<file path="src/rtl/led_pwm_pkg.sv">
// led_pwm_pkg: shared widths, duty type and phase limit for the LED PWM driver
package led_pwm_pkg;
    localparam int NUM_CH = 8;
    localparam int DUTY_W = 8;
    typedef logic [DUTY_W-1:0] duty_t;
    localparam duty_t PHASE_MAX = duty_t'(255);
endpackage

</file>
<file path="src/rtl/led_pwm_channel.sv">
// led_pwm_channel: one PWM channel with target/active duty and registered compare (LED_PWM_FADE_EN enables ramping)
module led_pwm_channel
    import led_pwm_pkg::*;
(
    input  logic              clk,
    input  logic              rst,
    input  logic              we,
    input  logic [DUTY_W-1:0] wr_data,
    input  logic              boundary,
    input  logic [DUTY_W-1:0] phase,
`ifdef LED_PWM_FADE_EN
    output logic              differs,
`endif
    output logic              led
);
    duty_t target;
    duty_t active;
    duty_t next_active;
`ifdef LED_PWM_FADE_EN
    // move one count toward the target so brightness changes are gradual
    always_comb next_active = (active < target) ? active + duty_t'(1) : (active > target) ? active - duty_t'(1) : active;
    assign differs = active != target;
`else
    // jump straight to the target
    always_comb next_active = target;
`endif
    // target follows writes; active changes only at boundaries so no period is cut short
    always_ff @(posedge clk) begin
        if (rst) begin
            target <= '0;
            active <= '0;
            led    <= 1'b0;
        end else begin
            if (we) target <= wr_data;
            if (boundary) active <= next_active;
            led <= active > phase;
        end
    end
endmodule

</file>
<file path="src/rtl/led_pwm_driver.sv">
// led_pwm_driver: eight-channel PWM LED driver with shared prescaler/phase (LED_PWM_FADE_EN enables fade + busy)
module led_pwm_driver
    import led_pwm_pkg::*;
#(
    parameter int PRESCALE = 4
) (
    input  logic        clk,
    input  logic        rst,
    input  logic        wr_en,
    input  logic        wr_all,
    input  logic [2:0]  wr_addr,
    input  logic [7:0]  wr_data,
    output logic [7:0]  leds,
    output logic        period_start,
    output logic        busy
);
    localparam int PS_W = (PRESCALE > 1) ? $clog2(PRESCALE) : 1;
    localparam logic [PS_W-1:0] PS_LAST = PS_W'(PRESCALE - 1);
    logic [PS_W-1:0]   presc;
    duty_t             phase;
    logic              tick;
    logic              boundary;
    logic [NUM_CH-1:0] we;
    assign tick     = presc == PS_LAST;
    assign boundary = tick && phase == PHASE_MAX;
    assign we       = {NUM_CH{wr_all}} | ({NUM_CH{wr_en}} & (NUM_CH'(1) << wr_addr));
    // shared prescaler and phase; period_start marks the first phase-0 cycle
    always_ff @(posedge clk) begin
        if (rst) begin
            presc        <= '0;
            phase        <= '0;
            period_start <= 1'b0;
        end else begin
            presc        <= tick ? '0 : presc + PS_W'(1);
            if (tick) phase <= phase + duty_t'(1);
            period_start <= boundary;
        end
    end
`ifdef LED_PWM_FADE_EN
    logic [NUM_CH-1:0] differs;
    // busy while any channel is still ramping toward its target
    always_ff @(posedge clk) begin
        if (rst) busy <= 1'b0;
        else     busy <= |differs;
    end
`else
    assign busy = 1'b0;
`endif
    for (genvar i = 0; i < NUM_CH; i++) begin : g_ch
        led_pwm_channel u_ch (
            .clk      (clk),
            .rst      (rst),
            .we       (we[i]),
            .wr_data  (wr_data),
            .boundary (boundary),
            .phase    (phase),
`ifdef LED_PWM_FADE_EN
            .differs  (differs[i]),
`endif
            .led      (leds[i])
        );
    end
endmodule

</file>
<file path="config.mk">
export PLATFORM = sky130hd
export DESIGN_NAME = led_pwm_driver
export DESIGN_NICKNAME = d
export VERILOG_FILES = /design/src/rtl/led_pwm_pkg.sv /design/src/rtl/led_pwm_channel.sv /design/src/rtl/led_pwm_driver.sv
export SDC_FILE = /design/constraint.sdc
export NUM_CORES = 1
export LEC_CHECK = 0
export BUFFER_PORTS_ARGS = -buffer_cell sky130_fd_sc_hd__buf_2
export CORE_ASPECT_RATIO = 1.2
export CORE_MARGIN = 4
export CORE_UTILIZATION = 45
export DETAILED_ROUTE_END_ITERATION = 16
export GPL_ROUTABILITY_DRIVEN = 0
export RECOVER_POWER = 25
export SLEW_MARGIN = 10
export SYNTH_ARGS = -nofsm -noshare
export SYNTH_HDL_FRONTEND = slang
export SYNTH_HIERARCHICAL = 1
export SYNTH_SLANG_ARGS = --single-unit
</file>
<file path="constraint.sdc">
create_clock -name clk -period 2.7 [get_ports clk]
set_input_delay 0 -clock clk [delete_from_list [all_inputs] [get_ports clk]]
set_output_delay 0 -clock clk [all_outputs]
set_load 0.1 [all_outputs]
</file>
==> After elaboration in Yosys (flattened, before gate mapping) <==
Index checks and enable logic that the tools add are counted.
{ "classes": {"bitwise": 2, "muxes": 0, "div_mod_pow": 0, "shift": 1, "n_eq_ne": 2, "n_lt_le_gt_ge": 8, "n_reduce_logical": 2, "addsub": 2, "multipliers": 0} }
{ "ops": {"columns": ["operator", "n"], "rows": [
  ["$gt A8 B8 Y1", 8],
  ["$add A8 B1 Y8 const B", 1],
  ["$and A8 B8 Y8", 1],
  ["$eq A8 B8 Y1 const B", 1],
  ["$or A8 B8 Y8", 1],
  ["$shl A1 B3 Y8 const A", 1],
  ["$add A2 B1 Y2 const B", 1],
  ["$eq A2 B2 Y1 const B", 1],
  ["$reduce_or A2 Y1", 1],
  ["$logic_and A1 B1 Y1", 1]
]} }
{ "word_totals": {"mem_count": 0, "register_bits": 147, "ramBits": 0, "input_bits": 15, "rom_bits": 0, "latchBits": 0, "wordCells": 44} }

==> Longest topological paths before layout <==
{ "depth": {"depth_word": 3, "depth_mapped": 7, "ltp_nobuf": 6} }

==> Hierarchy <==
Netlist, hierarchy kept.
{ "modules_own_cells": {"columns": ["module", "area_each_um2", "seq_area_each_um2", "n_inst", "cells_per_inst"], "rows": [
  ["led_pwm_channel", 794.5, 340.3, 8, 82],
  ["led_pwm_driver", 548.0, 220.2, 1, 60]
]} }

==> Worst setup path after synthesis <==
Ideal clock, no wire load.
{ "synth_path": {"path_type": "register to register", "start": "reg phase[0]", "end": "reg g_ch[0].u_ch.active[1]", "t_arrival_ns": 1.966, "synth_period_minus_slack_ns": 2.084, "path_buffers": 1, "slack_ns": 0.616, "path_stages_with_launch": 7, "cell_sequence": "dfxtp_1 ha_1 nand4_2 nor3_1 buf_4 mux2i_1 nor2_1"} }
{ "synth_between": {"elab_chain_len": 2} }
{ "synth_lines": {"columns": ["element", "line_no", "text"], "rows": [
  ["from (decl)", "led_pwm_driver.sv:20", "duty_t phase;"],
  ["from (signal assigned)", "led_pwm_driver.sv:35", "if (tick) phase <= phase + duty_t'(1);"],
  ["$eq A8 B8 Y1", "led_pwm_driver.sv:25", "assign boundary = tick && phase == PHASE_MAX;"],
  ["$logic_and A1 B1 Y1", "led_pwm_driver.sv:25", null],
  ["named net boundary", "led_pwm_driver.sv:22", "logic boundary;"],
  ["to (signal assigned)", "led_pwm_channel.sv:35", "if (boundary) active <= next_active;"],
  ["to (decl)", "led_pwm_channel.sv:17", "duty_t active;"]
]} }
The timed path passes the listed nets, and every way through them passes these cells.
A chain may end at the register's enable or synchronous reset.

==> Worst setup path after layout <==
{ "layout_path": {"start": "reg presc[0]", "end": "reg g_ch[4].u_ch.active[4]"} }
{ "layout_between": {"elab_chain_len": 2} }
{ "layout_lines": {"columns": ["element", "line_no", "text"], "rows": [
  ["from (decl)", "led_pwm_driver.sv:19", "logic [PS_W-1:0] presc;"],
  ["from (signal assigned)", "led_pwm_driver.sv:34", "presc <= tick ? '0 : presc + PS_W'(1);"],
  ["$eq A2 B2 Y1", "led_pwm_driver.sv:24", "assign tick = presc == PS_LAST;"],
  ["$logic_and A1 B1 Y1", "led_pwm_driver.sv:25", null],
  ["named net boundary", "led_pwm_driver.sv:22", null],
  ["to (signal assigned)", "led_pwm_channel.sv:35", null],
  ["to (decl)", "led_pwm_channel.sv:17", null]
]} }
The timed path passes the listed nets, and every way through them passes these cells.

==> impl_metrics.toml <==
[global_routing]
antenna_found_initial = 0
grt_start_max_net_pins = 67
grt_util_all_layers_pct = 18.8
grt_pass1_wl_um = 25200
overflow = 0
grt_pass1_vias = 4969

[worst_hold_path]
hold_class = "in2reg"
min_from = "wr_data[7]"

[sta]
rsz0062_at_grt = "false"
slew_headroom_pct = -56.8
fmax_mhz = 457
final.min_clock_period_ps = 2190
tightest_slew_ps = 2350
setup_tns_ps = 0
slew_violations = 53
period_share_pct = 81.0
final-setup-viol-count = 0
hold_viol_final = 0
clock_skew_ps = 7.30

[clock_network]
cts.path.max_buffers = 2
hold_buffers = 0
cts_tree = "done"
clk_latency_ps = 420
cts.clk_slew.worst_paths_ps = 60
postCtsSetupRepairBufs = 0
h-tree-depth = 4
cts-root-buf = "clkbuf_16"
cts_made_buffers = 17
cts_resized = 0
cts_sinks = 147

[route]
drc = 0
wl_per_cell_um = 16.0
avgViaCountPerCell = 5.06
routed_wl_um = 15200
dr.first_iter.drc_count = 275
postRouteAntennaNets = 0
num_vias = 4805
first_pass_iters = 5

[cells_and_area]
finish.instance_area_um2 = 7840
fin_cells = 949
final_nets = 813
syn_to_final_growth_pct = 13.5
antennaDiodeCount = 0
drive_gt1_share_pct = 11.4

[worst_setup_path]
path_cells = "ha_1, nand4_2, nor3_2, buf_4, mux2i_1, nor2_1"
crit_arrival_ps = 2480
worstPathRequired_ps = 2990
worst-path-max-fanout = 24
cpPeakStageDelay_ps = 450
end_kind = "flip-flop"
path_class = "reg2reg"
slowest_stage = "buf_4"
r2r_start = "presc[0]"
start_kind = "flip-flop"
startpoint = "presc[0]"

[synth]
ys_warn_count = 6
netlist-cell-type-count = 28
netlist_area_um2 = 6900
ys_seq_area_share_pct = 42.6
synth.avg_cell_area_um2 = 9.64
syn_nets = 797
synth-seq-cells = 147
netlist_instances = 716

[power_and_ir_drop]
ir_drop_uv = 391
total_leakage_power_uw = 0.00331
powerDensity_nw_per_um2 = 679

[floorplanning]
die_h_um = 144
chipWidth_um = 121
rows = 49
start_util_pct = 46.0
coreArea_um2 = 15000
dieArea_um2 = 17400
ios = 25

[placed_design]
placed_area_um2 = 7160
port_buffers = 23
dp_hpwl_um = 9780
dpl.cell_count = 917

[status]
violations = "max-capacitance violations, max-slew violations"
outcome = "complete, but fails checks"

[job]
drv_cap = 1
## critical path: cells and delay by family, from the launching register on
kind,cells,cell delay [ps]
fa+ha+maj,1,350
buf+inv,1,450
flops,1,340
mux,1,300
simple gates,3,620
## where the power goes
group | internal (µW) | switching [µW]
logic | 123 | 225
clock network | 1830 | 867
registers | 2240 | 33.6
total | 4190 | 1130
## cell usage after synthesis (all sizes together)
master | number | area (µm²)
a21o | 1 | 7.51
a21oi | 35 | 205
a31o | 4 | 35.0
a41o | 3 | 30.0
buf | 34 | 219
clkbuf | 2 | 7.51
conb | 1 | 3.75
dfxtp | 147 | 2940
ha | 66 | 826
inv | 66 | 248
mux2i | 129 | 1290
nand2 | 12 | 45.0
nand4 | 19 | 131
nor2 | 150 | 563
nor2b | 9 | 56.3
nor3 | 2 | 10.0
nor3b | 1 | 7.51
nor4 | 1 | 6.26
o211ai | 8 | 100
o21a | 8 | 60.1
o21ai | 11 | 55.1
or3 | 3 | 18.8
xnor2 | 1 | 8.76
xor2 | 3 | 26.3
## final cells by class
type / instances / area, µm²
inverters: 66 / 248
fillers: 1386 / 7180
multi-input cells: 467 / 3490
repair buffers: 33 / 214
flip-flops and latches: 147 / 2940
clock inverters: 9 / 198
clock buffers: 23 / 488
well taps: 204 / 255
## final timing paths
path	to	slack (ps)	cells past startpoint
setup reg to reg	g_ch[4].u_ch/active[4]	510	6
hold / removal	g_ch[3].u_ch/next_active[7]	8	3
hold reg to reg	presc[0]	430	1
setup / recovery	g_ch[4].u_ch/active[4]	510	6
## sequential cells by signal (all words and copies together) (netlist names)
signal                 cells
g_ch.u_ch/active          64
g_ch.u_ch/next_active     64
g_ch.u_ch/led              8
phase                      8
presc                      2
period_start               1
## per-layer routing
metal / track usage, % / part of all wire, %
met2: 32.7 / 50
met1: 23.3 / 46
met3: 3.74 / 2.9
met4: 6.38 / 1.5
met5: 0 / 0
## cell families (layout without fill, tap and decap cells)
kind of cell / Yosys count / count (layout) / share of synthesized area [%]
XOR/XNOR: 4 / 4 / 0.508
AND/OR/NAND/NOR: 197 / 197 / 12.1
other: 1 / 1 / 0.0543
buffers and inverters: 102 / 131 / 6.87
AO/OA/AOI/OAI: 70 / 70 / 7.14
flip-flops: 147 / 147 / 42.6
adder cells (fa/ha/maj): 66 / 66 / 12.0
multiplexers: 129 / 129 / 18.7
## per-stage QoR
stage / hold slack, ps / total power, µW / util [%] / worst slack [ps]
after floorplan: 77.6 / 2580 / - / 616
after global placement: 411 / 2660 / 47.6 / 692
after detailed placement: 425 / 2670 / 47.6 / 558
after CTS: 8.78 / 5370 / 52.2 / 536
after global routing: 25.7 / 5510 / 52.2 / 270
final: 8.47 / 5320 / 52.2 / 514
## cells in the final DEF (no fill, tap or decap), drive strengths merged, types with 2 or more instances in the layout
cell type	Yosys	routed
inv	66	66
nor2b	9	9
buf	34	32
nor3	2	2
o21ai	11	11
bufinv	0	6
clkinv	0	2
dfxtp	147	147
ha	66	66
o21a	8	8
or3	3	3
a21oi	35	35
nand2	12	12
nand4	19	19
a41o	3	3
clkbuf	2	24
o211ai	8	8
xor2	3	3
mux2i	129	129
nor2	150	150
a31o	4	4
(Power assumes the default switching activity.)
